`src/rtl/fetch_queue_if.sv`:
```
// Fetch/decode boundary bundle: instruction-memory request/response, Execute redirect and decode-side head.
// master = fetch_queue side, slave = the surrounding pipeline and instruction memory.
interface fetch_queue_if #(
  parameter int XLEN  = 32,
  parameter int DEPTH = 4
);
  localparam int CW = $clog2(DEPTH + 1);

  logic [XLEN-1:0] PCF;
  logic            ImemReadyF;
  logic [31:0]     InstrF;
  logic            PCSrcE;
  logic [XLEN-1:0] PCTargetE;
  logic            StallD;
  logic [31:0]     InstrD;
  logic [XLEN-1:0] PCD;
  logic [XLEN-1:0] PCPlus4D;
  logic            ValidD;
  logic [CW-1:0]   CountF;

  modport master (
    input  ImemReadyF, InstrF, PCSrcE, PCTargetE, StallD,
    output PCF, InstrD, PCD, PCPlus4D, ValidD, CountF
  );

  modport slave (
    output ImemReadyF, InstrF, PCSrcE, PCTargetE, StallD,
    input  PCF, InstrD, PCD, PCPlus4D, ValidD, CountF
  );
endinterface

```
`src/rtl/fetch_queue.sv`:
```
// PC register plus DEPTH-entry fetch FIFO; fetch-to-decode latency exactly 1 cycle, no bypass.
// Backpressure: StallD holds the head; fetch stops only when full with no pop; redirect flushes everything.
module fetch_queue #(
  parameter int              XLEN     = 32,
  parameter int              DEPTH    = 4,
  parameter logic [XLEN-1:0] RESET_PC = '0,
  parameter logic [31:0]     NOP      = 32'h0000_0013
) (
  input  logic         clk,
  input  logic         reset,
  fetch_queue_if.master fq
);
  localparam int PW = $clog2(DEPTH);
  localparam int CW = $clog2(DEPTH + 1);

  typedef struct packed {
    logic [31:0]     instr;
    logic [XLEN-1:0] pc;
    logic [XLEN-1:0] pc_plus4;
  } entry_t;

  entry_t          mem [DEPTH];
  logic [PW-1:0]   rd_ptr;
  logic [PW-1:0]   wr_ptr;
  logic [CW-1:0]   count;
  logic [XLEN-1:0] pc;
  logic [XLEN-1:0] pc_plus4;
  logic            valid;
  logic            pop;
  logic            push;
  entry_t          head;

  assign pc_plus4 = pc + XLEN'(4);
  assign valid    = (count != '0);
  assign pop      = valid & ~fq.StallD;
  // A pop frees a slot in the same edge, so a full queue can still accept a fetch.
  assign push     = fq.ImemReadyF & ~fq.PCSrcE & ((count < CW'(DEPTH)) | pop);

  always_ff @(posedge clk) begin
    if (reset) begin
      pc     <= RESET_PC;
      rd_ptr <= '0;
      wr_ptr <= '0;
      count  <= '0;
    end else if (fq.PCSrcE) begin
      pc     <= {fq.PCTargetE[XLEN-1:2], 2'b00};
      rd_ptr <= '0;
      wr_ptr <= '0;
      count  <= '0;
    end else begin
      if (push) begin
        wr_ptr <= wr_ptr + 1'b1;
        pc     <= pc_plus4;
      end
      if (pop) begin
        rd_ptr <= rd_ptr + 1'b1;
      end
      case ({push, pop})
        2'b10:   count <= count + 1'b1;
        2'b01:   count <= count - 1'b1;
        default: count <= count;
      endcase
    end
  end

  // Storage needs no reset: entries are only visible through count.
  always_ff @(posedge clk) begin
    if (!reset && push) begin
      mem[wr_ptr] <= '{instr: fq.InstrF, pc: pc, pc_plus4: pc_plus4};
    end
  end

  assign head        = mem[rd_ptr];
  assign fq.PCF      = pc;
  assign fq.ValidD   = valid;
  assign fq.CountF   = count;
  assign fq.InstrD   = valid ? head.instr    : NOP;
  assign fq.PCD      = valid ? head.pc       : '0;
  assign fq.PCPlus4D = valid ? head.pc_plus4 : '0;

  // Redirect targets are word-aligned, so the low target bits are dropped.
  logic unused_tgt_lo;
  assign unused_tgt_lo = &{1'b0, fq.PCTargetE[1:0]};

  a_count_bound: assert property (@(posedge clk) disable iff (reset)
    count <= CW'(DEPTH));

  a_no_overflow: assert property (@(posedge clk) disable iff (reset)
    (count == CW'(DEPTH) && !pop) |-> !push);
endmodule

```
`src/flat_wrapper.sv`:
```
// flat-port wrapper written by rule: the top's interface ports become plain ports
module fetch_queue_flat 
#(
  parameter int              XLEN     = 32,
  parameter int              DEPTH    = 4,
  parameter logic [XLEN-1:0] RESET_PC = '0,
  parameter logic [31:0]     NOP      = 32'h0000_0013
)
  (clk, reset, fq_ImemReadyF, fq_InstrF, fq_PCSrcE, fq_PCTargetE, fq_StallD, fq_PCF, fq_InstrD, fq_PCD, fq_PCPlus4D, fq_ValidD, fq_CountF);
  fetch_queue_if #(.XLEN(XLEN), .DEPTH(DEPTH)) fq_i ();
  input  logic clk;
  input  logic reset;
  input wire logic [$bits(fq_i.ImemReadyF)-1:0] fq_ImemReadyF;
  input wire logic [$bits(fq_i.InstrF)-1:0] fq_InstrF;
  input wire logic [$bits(fq_i.PCSrcE)-1:0] fq_PCSrcE;
  input wire logic [$bits(fq_i.PCTargetE)-1:0] fq_PCTargetE;
  input wire logic [$bits(fq_i.StallD)-1:0] fq_StallD;
  output wire logic [$bits(fq_i.PCF)-1:0] fq_PCF;
  output wire logic [$bits(fq_i.InstrD)-1:0] fq_InstrD;
  output wire logic [$bits(fq_i.PCD)-1:0] fq_PCD;
  output wire logic [$bits(fq_i.PCPlus4D)-1:0] fq_PCPlus4D;
  output wire logic [$bits(fq_i.ValidD)-1:0] fq_ValidD;
  output wire logic [$bits(fq_i.CountF)-1:0] fq_CountF;
  assign fq_i.ImemReadyF = fq_ImemReadyF;
  assign fq_i.InstrF = fq_InstrF;
  assign fq_i.PCSrcE = fq_PCSrcE;
  assign fq_i.PCTargetE = fq_PCTargetE;
  assign fq_i.StallD = fq_StallD;
  assign fq_PCF = fq_i.PCF;
  assign fq_InstrD = fq_i.InstrD;
  assign fq_PCD = fq_i.PCD;
  assign fq_PCPlus4D = fq_i.PCPlus4D;
  assign fq_ValidD = fq_i.ValidD;
  assign fq_CountF = fq_i.CountF;
  fetch_queue #(.XLEN(XLEN), .DEPTH(DEPTH), .RESET_PC(RESET_PC), .NOP(NOP)) u_core (.clk(clk), .reset(reset), .fq(fq_i));
endmodule
```
`config.mk`:
```
export PLATFORM = sky130hd
export DESIGN_NAME = fetch_queue_flat
export DESIGN_NICKNAME = d
export VERILOG_FILES = /design/src/rtl/fetch_queue_if.sv /design/src/rtl/fetch_queue.sv /design/src/flat_wrapper.sv
export SDC_FILE = /design/constraint.sdc
export NUM_CORES = 1
export LEC_CHECK = 0
export CAP_MARGIN = 0
export CORE_MARGIN = 2
export CORE_UTILIZATION = 56
export DETAILED_ROUTE_END_ITERATION = 10
export GPL_ROUTABILITY_DRIVEN = 0
export PLACE_DENSITY = 0.82
export SLEW_MARGIN = 40
export SYNTH_ARGS = -nofsm -noshare
export SYNTH_HDL_FRONTEND = slang
export SYNTH_SLANG_ARGS = --single-unit
```
`constraint.sdc`:
```
create_clock -name clk -period 6.1 [get_ports clk]
set_input_delay 1.22 -clock clk [delete_from_list [all_inputs] [get_ports clk]]
set_output_delay 1.22 -clock clk [all_outputs]
set_load 0.005 [all_outputs]
```
==> summary by stage, run 1 <==
Outcome
The flow ran to the end, and the final reports show no timing, DRC or antenna violations.

Clocking
The number of buffers added for setup after CTS is 0. The cell at the root of the clock tree is sky130_fd_sc_hd__clkbuf_16. The TritonCTS buffer count is 41. The level count of the clock H-tree is 2. The CTS clock-pin slew for the worst setup and hold paths is 0.06 ns. The largest buffer count on any clock path is 3. The number of buffers inserted by hold repair at cts is 0. The number of resized instances in the post-cts repair step is 0.

Clock tree synthesis found a total of 407 sinks. The clock tree from TritonCTS is built. The clock network latency to the later pin of the worst-skew pair is 0.54 ns.

STA
The total count of max-transition violations in the final report was 0. In the finished design, the share of the clock period the worst path needs comes to 0.696. In the final timing run, aggregate negative setup slack is 0 ns. Timing would allow up to 235 MHz.

The worst slack on hold paths is 0.516 ns. Setup violations remaining at the end of the flow were counted as 0. Counting I/O delays and the setup requirement, the final critical path takes 4.25 ns. The number of endpoints with negative hold slack in the final report is 0. For the pin with the worst max-slew slack, the measured transition is 0.764 ns. The clock tree skew after final layout is 0.0236 ns. Setup repair after global routing left no endpoint under its margin.

The worst pin sits at a relative slew slack of 0.491.

Placed design
The count of buffers added on input and output ports is 192. The post-DP HPWL is 20,700 um. Once placement finished, the instance area stood at 19,000 sq um.

Final layout
The repair_antennas step left the layout with diodes totalling 0. The sequential cells in the finished layout cover a total of 11,800 sq um. The number of nets in the layout is 1,215.

The number of fillers in the final layout is 1,911. Relative to the synthesized area, the layout overhead comes to 22.5%. The end-of-flow core utilization is 0.691.

Of the cells placed in the final design, the portion with a size suffix greater than 1 is 0.159. The area of the multi-input gates is 4460 sq um. Once layout is done, the placed cells without fillers occupy 20,300 sq um.

Pwr
Across the VDD grid, the largest voltage drop is 0.000219 V. Dividing total power by cell area gives a power density of 288 nW/um^2. The analysis attributes to cell leakage a power of 0.00646 uW.

Logic synthesis
A synthesized cell averages 17.5 sq um. The number of different library cells in the post-synthesis netlist is 45. By instance count, the leading cell after synthesis is sky130_fd_sc_hd__edfxtp_1. The top cell type by total area after synthesis is sky130_fd_sc_hd__edfxtp_1. Of the synthesized area, sequential elements account for 0.713.

The number of flops mapped to enable cells by yosys is 368. Counting instances in the post-synthesis netlist gives the leading cell types as sky130_fd_sc_hd__edfxtp_1 (368), sky130_fd_sc_hd__mux4_2 (92), sky130_fd_sc_hd__and2_1 (90). Of the post-synthesis cell area, the dominant cell type holds 0.666. The primary flip-flop cell chosen by synthesis mapping is sky130_fd_sc_hd__edfxtp_1. The synthesized design contains 407 register bits.

Yosys attributes the largest share of cell area to sky130_fd_sc_hd__edfxtp_1 (67%), sky130_fd_sc_hd__mux4_2 (12%), sky130_fd_sc_hd__dfxtp_1 (4.7%). The compound-gate portion of the synthesized area is 0.0254. The number of synthesis warnings is 0.

After synthesis, the share of flip-flops with an asynchronous set or reset is 0. Of the total synthesized cell area, the portion taken by AND, OR, NAND and NOR gates is 0.0865. The post-synthesis share of cell area spent on xor and xnor gates is 0.0222. The adder and majority gate portion of the synthesized area is 0.00573.

The instance count of the mapped netlist is 946. The synthesized netlist occupies a cell area of 16,600 sq um. After synthesis, the largest family of logic cells by area is multiplexers. Measured against the total synthesized area, the mux share comes to 0.126.

Critical path
The worst register-to-register path ends at u_core.fq.PCF[20]. The signal on the critical path passes through buf_12 > buf_4 > mux4_2 > and2_1 > clkdlybuf4s50_1. The slowest stage of the critical path is the sky130_fd_sc_hd__dfxtp_4 cell.

Along the worst path, the maximum fanout reaches 21. The worst setup path is captured at an output port. The buffering stage count on the worst path with inverters included is 3.

The worst setup path is launched from a flip-flop. The worst setup path is of the flip-flop to output port kind. The critical path data arrival time is 3.03 ns. The origin of the critical flop-to-flop path is u_core.fq.PCF[2]. The reg-to-reg setup timing slack is 3.20 ns. The number of cells traversed by the worst register-to-register path is 5.

The family of cells with the greatest summed delay on the critical path is buffers and inverters. For the worst setup path, the data required time is 4.88 ns. Following the worst setup path forward leads to its endpoint at fq_InstrD[18]. The largest stage delay on the critical path is 0.64 ns.

The critical path depth in cells is 5.

GRT
The number of global-route vias before repair is 9,426. The first global-routing pass estimated 53,700 um of wire. Entering global routing, the biggest net connects 71 pins. After global routing the overflow that remains totals 0. The total global routing track utilization is 0.226.

The initial antenna violation count was 0.

Detailed routing
Before antenna repair, the detailed router went through 5 iterations. The DRC marker count from the first detailed-route iteration is 824. The final antenna-violating net count is 0. For this run, design rule violations remaining after detail routing come to 0. Dividing the detail-routed via count by the number of cells gives 5.85. The routed via count is 9,130.

The average wire per cell in the routed design is 21.9 um. After detailed routing, the total wire length is 34,200 um.

Die
201 I/O pins were placed. The die covers 31,000 sq um. The die is 176 um wide. The initial utilization of the core area, before any placement, comes to 0.564. The number of placement rows is 63. The height of the die is 176 um. The core box area is 29,400 sq um.

Flow run
Max-cap violations in this run came to 0.

Hold path
The kind of path behind the tightest hold check is flip-flop to flip-flop.
==> placed cells by master, fill, tap and decap left out, types with 3 or more instances in the layout <==
master	instances
sky130_fd_sc_hd__a2111oi_0	7
sky130_fd_sc_hd__a211oi_1	15
sky130_fd_sc_hd__a21oi_1	7
sky130_fd_sc_hd__a311oi_1	11
sky130_fd_sc_hd__and2_1	90
sky130_fd_sc_hd__and3_1	4
sky130_fd_sc_hd__and3_4	4
sky130_fd_sc_hd__and4_1	7
sky130_fd_sc_hd__buf_12	8
sky130_fd_sc_hd__buf_4	11
sky130_fd_sc_hd__clkbuf_1	13
sky130_fd_sc_hd__clkbuf_16	42
sky130_fd_sc_hd__clkbuf_8	3
sky130_fd_sc_hd__clkdlybuf4s50_1	192
sky130_fd_sc_hd__clkinv_2	8
sky130_fd_sc_hd__clkinvlp_4	4
sky130_fd_sc_hd__conb_1	6
sky130_fd_sc_hd__dfxtp_1	37
sky130_fd_sc_hd__edfxtp_1	368
sky130_fd_sc_hd__ha_1	6
sky130_fd_sc_hd__inv_1	15
sky130_fd_sc_hd__mux4_2	92
sky130_fd_sc_hd__nand2_1	27
sky130_fd_sc_hd__nand3_1	15
sky130_fd_sc_hd__nand4_1	9
sky130_fd_sc_hd__nor2_1	51
sky130_fd_sc_hd__nor2b_1	3
sky130_fd_sc_hd__nor3_1	11
sky130_fd_sc_hd__nor4_1	11
sky130_fd_sc_hd__o21ai_0	5
sky130_fd_sc_hd__o31ai_1	5
sky130_fd_sc_hd__or2_2	5
sky130_fd_sc_hd__or3_1	7
sky130_fd_sc_hd__or4_1	7
sky130_fd_sc_hd__xnor2_1	27
sky130_fd_sc_hd__xor2_1	15
==> area by class of cell <==
cell class,instances,share of cell area
clock buffer,58,0.0562
clock inverter,17,0.00758
inverter,16,0.00308
multi-input combinational,462,0.220
sequential,407,0.583
tap,390,0.0240
timing repair buffer,211,0.107
==> cells by family (layout without fill, tap and decap cells) <==
| logic type | after synthesis | in the layout |
|---|---|---|
| flops | 407 | 407 |
| mux | 93 | 93 |
| compound gates | 56 | 56 |
| fa+ha+maj | 7 | 7 |
| buf+inv | 82 | 302 |
| simple gates | 258 | 258 |
| other cells | 1 | 6 |
| xor+xnor | 42 | 42 |
==> worst register-to-register path, stage by stage (launching register included) <==
cell	delay (ns)
sky130_fd_sc_hd__dfxtp_1	0.61
sky130_fd_sc_hd__ha_1	0.41
sky130_fd_sc_hd__nand3_1	0.37
sky130_fd_sc_hd__or4_1	0.67
sky130_fd_sc_hd__or4_1	0.51
sky130_fd_sc_hd__a311oi_1	0.25
==> sequential cells by signal (all words and copies together), names as in the netlist, named ones only <==
| register | flops |
|---|---|
| u_core.fq.CountF | 3 |
| u_core.rd_ptr | 2 |
| u_core.fq.PCF | 30 |
| u_core.wr_ptr | 2 |
| u_core.mem | 368 |
==> report_power, final <==
| group | internal [uW] | switching [uW] |
|---|---|---|
| Sequential | 3090 | 52.5 |
| Combinational | 164 | 140 |
| Clock | 1390 | 1000 |
==> layer usage <==
layer / global-route usage / up-vias / part of all wire
li1: - / 4106 / -
met1: 0.331 / 4607 / 0.43
met2: 0.356 / 357 / 0.47
met3: 0.0439 / 60 / 0.075
met4: 0.0582 / 0 / 0.020
met5: 0 / - / 0
==> worst min path at each step <==
stage | cells past startpoint | slack (ns) | endpoint | start
6_report | 2 | 0.52 | u_core.wr_ptr[1] | u_core.wr_ptr[1]
5_1_grt | 2 | 0.54 | u_core.wr_ptr[1] | u_core.wr_ptr[1]
4_1_cts | 2 | 0.51 | u_core.wr_ptr[1] | u_core.wr_ptr[1]
3_5_place_dp | 2 | 0.50 | u_core.wr_ptr[1] | u_core.wr_ptr[1]
3_3_place_gp | 2 | 0.48 | u_core.wr_ptr[0] | u_core.wr_ptr[0]
2_1_floorplan | 2 | 0.47 | u_core.wr_ptr[0] | u_core.wr_ptr[0]
==> metrics by stage <==
step | power (uW) | worst slack, ns | cells
after floorplan | 3320 | 1.50 | 951
final | 5840 | 1.85 | 1561
after CTS | 5900 | 1.65 | 1560
after global placement | 3490 | 2.22 | 1483
after detailed placement | 3500 | 2.21 | 1485
after global routing | 6030 | 1.61 | 1561
Power figures use the tool's default switching activity.
==> inputs of run 2 (changes only) <==
--- a/config.mk
+++ b/config.mk
@@ -7,10 +7,10 @@
 export LEC_CHECK = 0
 export CAP_MARGIN = 0
 export CORE_MARGIN = 2
-export CORE_UTILIZATION = 56
+export CORE_UTILIZATION = 50
 export DETAILED_ROUTE_END_ITERATION = 10
 export GPL_ROUTABILITY_DRIVEN = 0
-export PLACE_DENSITY = 0.82
+export PLACE_DENSITY = 0.78
 export SLEW_MARGIN = 40
 export SYNTH_ARGS = -nofsm -noshare
 export SYNTH_HDL_FRONTEND = slang
==> constraint.sdc (replaced) <==
create_clock -name clk -period 3.75 [get_ports clk]
set_input_delay 0.75 -clock clk [delete_from_list [all_inputs] [get_ports clk]]
set_output_delay 0.75 -clock clk [all_outputs]
set_load 0.005 [all_outputs]
==> summary by stage, run 2 (synthesis gave the netlist of run 1 again) <==
Placed design
The post-DP HPWL is 21,900 um (was 20,700 um). The post-detailed-placement cell area is 19,200 sq um (was 19,000 sq um). The number of input and output port buffers inserted came to 192 (unchanged).

Clocking
The clock tree from TritonCTS is built (unchanged). The level count of the clock H-tree came to 2 (unchanged). The number of resized instances in the post-cts repair step came to 0 (unchanged). The largest buffer count on any clock path is 3 (unchanged).

The number of buffers added for setup after CTS was 0 (unchanged). The CTS clock-pin slew for the worst setup and hold paths came to 0.06 ns (about the same). The cell at the root of the clock tree is sky130_fd_sc_hd__clkbuf_16 (unchanged). The clock net sink count is 407 (unchanged). The clock network latency to the later pin of the worst-skew pair is 0.53 ns (was 0.54 ns). The number of buffers inserted by hold repair at cts is 0 (unchanged). The TritonCTS buffer count is 41 (unchanged).

Die
The initial core utilization came to 0.508 (was 0.564). The die width is 186 um (was 176 um). The boundary pin count is 201 (unchanged). The die footprint was 34,600 sq um (was 31,000 sq um).

The core box area is 32,600 sq um (was 29,400 sq um). The height of the die was 186 um (was 176 um). The number of placement rows is 66 (was 63).

GRT
The initial antenna violation count was 1 (was 0). The largest net degree at the start of global routing was 62 (was 71). The total global routing track utilization is 0.204 (was 0.226). The final global-route overflow total is 0 (unchanged). The first-pass GRT wire length was 53,000 um (was 53,700 um). The number of global-route vias before repair is 9,172 (was 9,426).

Final layout
The final standard cell area without fillers is 20,600 sq um (was 20,300 sq um). The antenna diode count is 0 (unchanged). Highest-count cells in the layout ignoring fill and taps: sky130_fd_sc_hd__edfxtp_1 (368), sky130_fd_sc_hd__clkdlybuf4s50_1 (192), sky130_fd_sc_hd__mux4_2 (92), sky130_fd_sc_hd__and2_1 (90), sky130_fd_sc_hd__nor2_1 (51) (unchanged).

The register with the most flip-flops is u_core.mem (unchanged). The share of final-layout standard cells stronger than drive strength 1 is 0.166 (was 0.159). The number of fillers in the final layout is 2,297 (was 1,911).

The layout-stage area growth over the synthesis result came to 24.1% (was 22.5%). The number of flip-flops under the largest register name is 368 (unchanged). The commonest non-fill, non-tap cell in the layout is sky130_fd_sc_hd__edfxtp_1 (unchanged). The number of nets in the layout is 1,227 (was 1,215).

STA
The setup violation total in the final timing report was 0 (unchanged). The ratio of final minimum period to clock period is 0.913. The total count of max-transition violations in the final report is 0 (unchanged). The tightest slew margin relative to the limit is 0.522 (was 0.491). The sum of negative setup slack came to 0 ns (unchanged). Unrepaired setup endpoints after global routing: no (unchanged).

The clock period minus worst slack is 3.42 ns. The transition time of the tightest slew-check pin is 0.716 ns (was 0.764 ns). The maximum clock frequency is 292 MHz. The clock tree skew after final layout is 0.0136 ns (was 0.0236 ns). The number of endpoints with negative hold slack in the final report is 0 (unchanged).

Flow run
The max-capacitance violation count came to 0 (unchanged).

Pwr
The power density relative to cell area is 472 nW/um^2 (was 288 nW/um^2). The worst IR drop on VDD is 0.000416 V (was 0.000219 V). The total leakage power was 0.00656 uW (was 0.00646 uW).

Critical path
The number of cells traversed by the worst register-to-register path is 5 (unchanged). The reg-to-reg setup timing slack is 0.79 ns (was 3.20 ns). The maximum net fanout on the critical path was 61 (was 21).

The type of element launching the critical path is a flip-flop (unchanged). The critical path data required time is 3.00 ns (was 4.88 ns). The type of destination of the critical path was an output port (unchanged).

The critical path data arrival time is 2.67 ns (was 3.03 ns). The type of the worst setup path was flip-flop to output port (unchanged).

Detailed routing
The total DRC errors in the routed layout is 0 (unchanged). The total iterations of the first detailed-routing run is 5 (unchanged). The DRC marker count from the first detailed-route iteration is 685 (was 824). The routed via count is 9,169 (was 9,130). The final antenna-violating net count is 0 (unchanged). The number of vias per cell after detailed routing is 5.64 (was 5.85). The total routed wirelength is 35,100 um (was 34,200 um).

The average wire per cell in the routed design was 21.6 um (was 21.9 um).

Hold path
The kind of path behind the tightest hold check is flip-flop to flip-flop (unchanged). The hold path depth is 2 (unchanged).

Outcome
Outcome: completed (unchanged).
==> run 2: cell count changes in the layout (fill, tap and decap cells not counted), sizes merged <==
cell	before	now
buf	19	31
clkinvlp	4	3
clkinv	11	15
inv	16	17
clkbuf	58	53
bufinv	2	4
==> run 2: final timing paths <==
path	from	to
worst max register to register	u_core.fq.PCF[3]	u_core.fq.PCF[20]
worst min register to register	u_core.wr_ptr[1]	u_core.wr_ptr[1]
worst max-delay path	u_core.fq.CountF[0]	fq_PCD[13]
worst min-delay path	u_core.wr_ptr[1]	u_core.wr_ptr[1]
==> run 2: per-stage QoR <==
stage               hold slack (ns)  total power (uW)  cells  setup slack [ns]  utilization
floorplan                     0.466              5400    951             0.666            -
global placement              0.487              5690   1550             0.741        0.589
detailed placement            0.495              5710   1550             0.692        0.589
CTS                           0.503              9790   1626             0.285        0.631
global route                  0.527             10000   1626             0.148        0.631
finish                        0.501              9720   1626             0.325        0.631
==> run 2: worst max-delay path: stages (launching register included) <==
cell	delay (ns)
sky130_fd_sc_hd__dfxtp_1	0.41
sky130_fd_sc_hd__nor3_1	0.08
sky130_fd_sc_hd__buf_4	0.18
sky130_fd_sc_hd__inv_2	0.42
sky130_fd_sc_hd__buf_12	0.29
sky130_fd_sc_hd__and2_1	0.17
sky130_fd_sc_hd__clkdlybuf4s50_1	0.55
==> run 2: per-layer routing <==
| layer | wire, um | vias to the layer above | track usage | part of all wire |
|---|---|---|---|---|
| met1 | 15000 | 4688 | 0.286 | 0.43 |
| met2 | 17000 | 317 | 0.333 | 0.49 |
| met3 | 2480 | 47 | 0.0407 | 0.071 |
| li1 | - | 4117 | - | - |
| met4 | 552 | 0 | 0.0476 | 0.016 |
| met5 | 0 | - | 0 | 0 |
==> run 2: layout make-up <==
class                   count  area (sq um)  share of cell area
clock buffers              53          1160              0.0565
well taps                 442           553              0.0269
repair buffers            223          2300               0.112
inverters                  16          60.1             0.00292
multi-input cells         462          4450               0.216
flip-flops and latches    407         11800               0.575
clock inverters            23           211              0.0103
==> run 2: where the power goes <==
part	switching (uW)	internal (uW)
combinational	241	276
sequential	74.6	5020
clock	1650	2460
==> inputs of run 3 (changes only) <==
--- a/config.mk
+++ b/config.mk
@@ -10,6 +10,7 @@
 export CORE_UTILIZATION = 50
 export DETAILED_ROUTE_END_ITERATION = 10
 export GPL_ROUTABILITY_DRIVEN = 0
+export MAX_ROUTING_LAYER = met4
 export PLACE_DENSITY = 0.78
 export SLEW_MARGIN = 40
 export SYNTH_ARGS = -nofsm -noshare
==> summary by stage, run 3 (synthesis gave the netlist of run 1 again) <==
GRT
The final global-route overflow total is 0 (unchanged). The largest net degree at the start of global routing is 62 (unchanged). The number of global-route vias before repair came to 9,173 (was 9,172).

The initial antenna violation count was 1 (unchanged). The total global routing track utilization was 0.210 (was 0.204). The first-pass GRT wire length is 53,000 um (about the same).

Clocking
The clock net sink count came to 407 (unchanged). The number of resized instances in the post-cts repair step is 0 (unchanged). The largest buffer count on any clock path is 3 (unchanged).

The cell at the root of the clock tree is sky130_fd_sc_hd__clkbuf_16 (unchanged). The level count of the clock H-tree is 2 (unchanged). The number of buffers inserted by hold repair at cts is 0 (unchanged). The CTS clock-pin slew for the worst setup and hold paths is 0.06 ns (about the same). The TritonCTS buffer count came to 41 (unchanged). The clock network latency to the later pin of the worst-skew pair was 0.53 ns (about the same). The number of buffers added for setup after CTS is 0 (unchanged). The clock tree from TritonCTS is built (unchanged).

Final layout
The number of standard cells in the layout, taps in and fillers out is 1,626 (unchanged). The antenna diode count is 0 (unchanged). The number of flip-flops under the largest register name is 368 (unchanged). The layout-stage area growth over the synthesis result is 24.1% (unchanged). The number of nets in the layout came to 1,227 (unchanged). The share of final-layout standard cells stronger than drive strength 1 was 0.166 (unchanged). The commonest non-fill, non-tap cell in the layout was sky130_fd_sc_hd__edfxtp_1 (unchanged). Highest-count cells in the layout ignoring fill and taps: sky130_fd_sc_hd__edfxtp_1 (368), sky130_fd_sc_hd__clkdlybuf4s50_1 (192), sky130_fd_sc_hd__mux4_2 (92), sky130_fd_sc_hd__and2_1 (90), sky130_fd_sc_hd__nor2_1 (51) (unchanged). The register with the most flip-flops is u_core.mem (unchanged).

STA
Unrepaired setup endpoints after global routing: no (unchanged). The transition time of the tightest slew-check pin is 0.733 ns (was 0.716 ns). The sum of negative setup slack was 0 ns (unchanged). The clock tree skew after final layout was 0.0169 ns (was 0.0136 ns).

The tightest slew margin relative to the limit is 0.511 (was 0.522). The setup violation total in the final timing report is 0 (unchanged). The maximum clock frequency was 293 MHz (was 292 MHz). The ratio of final minimum period to clock period is 0.909 (was 0.913). The number of endpoints with negative hold slack in the final report is 0 (unchanged). The clock period minus worst slack came to 3.41 ns (was 3.42 ns).

The total count of max-transition violations in the final report is 0 (unchanged).

Placed design
The number of input and output port buffers inserted is 192 (unchanged). The number of cells after detailed placement is 1,550 (unchanged). The post-DP HPWL was 21,900 um (unchanged).

Pwr
The power share of the clock group is 0.423 (about the same). The switching power was 1960 uW (about the same). The portion of total power attributed to combinational logic is 0.053 (about the same). The design internal power is 7760 uW (about the same). The switching part of the total power is 0.202 (about the same). The total leakage power came to 0.00656 uW (unchanged). The register share of total power came to 0.524 (about the same). The power density relative to cell area is 472 nW/um^2 (about the same).

The total power after layout was 9720 uW (about the same). The worst IR drop on VDD came to 0.000418 V (was 0.000416 V).

Detailed routing
The final antenna-violating net count was 0 (unchanged). The total iterations of the first detailed-routing run is 5 (unchanged). The DRC marker count from the first detailed-route iteration is 715 (was 685). The number of vias per cell after detailed routing is 5.60 (was 5.64). The routed via count is 9,102 (was 9,169).

The total routed wirelength is 35,000 um (was 35,100 um). The average wire per cell in the routed design is 21.5 um (was 21.6 um). The total DRC errors in the routed layout is 0 (unchanged).

Die
The number of placement rows is 66 (unchanged). The core box area is 32,600 sq um (unchanged). The die width is 186 um (unchanged).

The initial core utilization is 0.508 (unchanged). The boundary pin count is 201 (unchanged). The height of the die is 186 um (unchanged). The die footprint is 34,600 sq um (unchanged).

Critical path
The critical path data required time is 3.00 ns (about the same). The type of the worst setup path is flip-flop to output port (unchanged). The master of the slowest instance on the critical path was sky130_fd_sc_hd__clkdlybuf4s50_1 (unchanged).

The largest stage delay on the critical path is 0.55 ns (about the same). The critical path data arrival time is 2.66 ns (was 2.67 ns). The type of element launching the critical path is a flip-flop (unchanged).

The type of destination of the critical path was an output port (unchanged). The maximum net fanout on the critical path is 61 (unchanged). Critical path cell sequence: nor3_1 > buf_4 > inv_2 > buf_12 > and2_1 > clkdlybuf4s50_1 (unchanged).

Flow run
The max-capacitance violation count is 0 (unchanged).

Hold path
The kind of path behind the tightest hold check is flip-flop to flip-flop (unchanged).

Outcome
Outcome: completed (unchanged).
run 3: cell counts in the layout (fill, tap and decap cells not counted):
No cell type changed its count.
run 3: cell type report:
cell class	count	area [sq um]
fillers	2297	12000
flip-flops and latches	407	11800
multi-input cells	462	4450
repair buffers	223	2300
clock buffers	53	1160
well taps	442	553
clock inverters	23	211
inverters	16	60.1
run 3: worst max-delay path, delay by kind of cell (launching register included):
family / cells / cell delay [ns]
and+or+nand+nor: 2 / 0.25
DFF: 1 / 0.41
buffers and inverters: 4 / 1.42
run 3: worst paths after layout:
| check | cells past startpoint | start | slack, ns | to |
|---|---|---|---|---|
| worst max register to register | 5 | u_core.fq.PCF[3] | 0.80 | u_core.fq.PCF[20] |
| worst min register to register | 2 | u_core.wr_ptr[1] | 0.50 | u_core.wr_ptr[1] |
| worst min-delay path | 2 | u_core.wr_ptr[1] | 0.50 | u_core.wr_ptr[1] |
| worst max-delay path | 6 | u_core.fq.CountF[0] | 0.34 | fq_PCPlus4D[10] |
run 3: power groups by stage:
stage               clock [uW]  sequential (uW)  combinational [uW]
floorplan                    0             5170                 233
global placement             0             5180                 509
detailed placement           0             5190                 520
CTS                       4180             5090                 523
global route              4370             5100                 560
finish                    4110             5090                 517
run 3: per-layer routing:
layer | global-route usage | vias up | part of all wire
met4 | 0.0476 | 0 | 0.015
met5 | - | - | 0
li1 | - | 4116 | -
met1 | 0.285 | 4616 | 0.43
met3 | 0.0393 | 47 | 0.072
met2 | 0.335 | 323 | 0.49
run 3: metrics by stage:
| step | hold slack (ns) | cell area, sq um | setup WS [ns] | utilization |
|---|---|---|---|---|
| final | 0.499 | 20600 | 0.342 | 0.631 |
| after CTS | 0.503 | 20600 | 0.285 | 0.631 |
| after global placement | 0.487 | 19200 | 0.741 | 0.589 |
| after floorplan | 0.466 | 16600 | 0.666 | - |
| after global routing | 0.527 | 20600 | 0.146 | 0.631 |
| after detailed placement | 0.495 | 19200 | 0.692 | 0.589 |
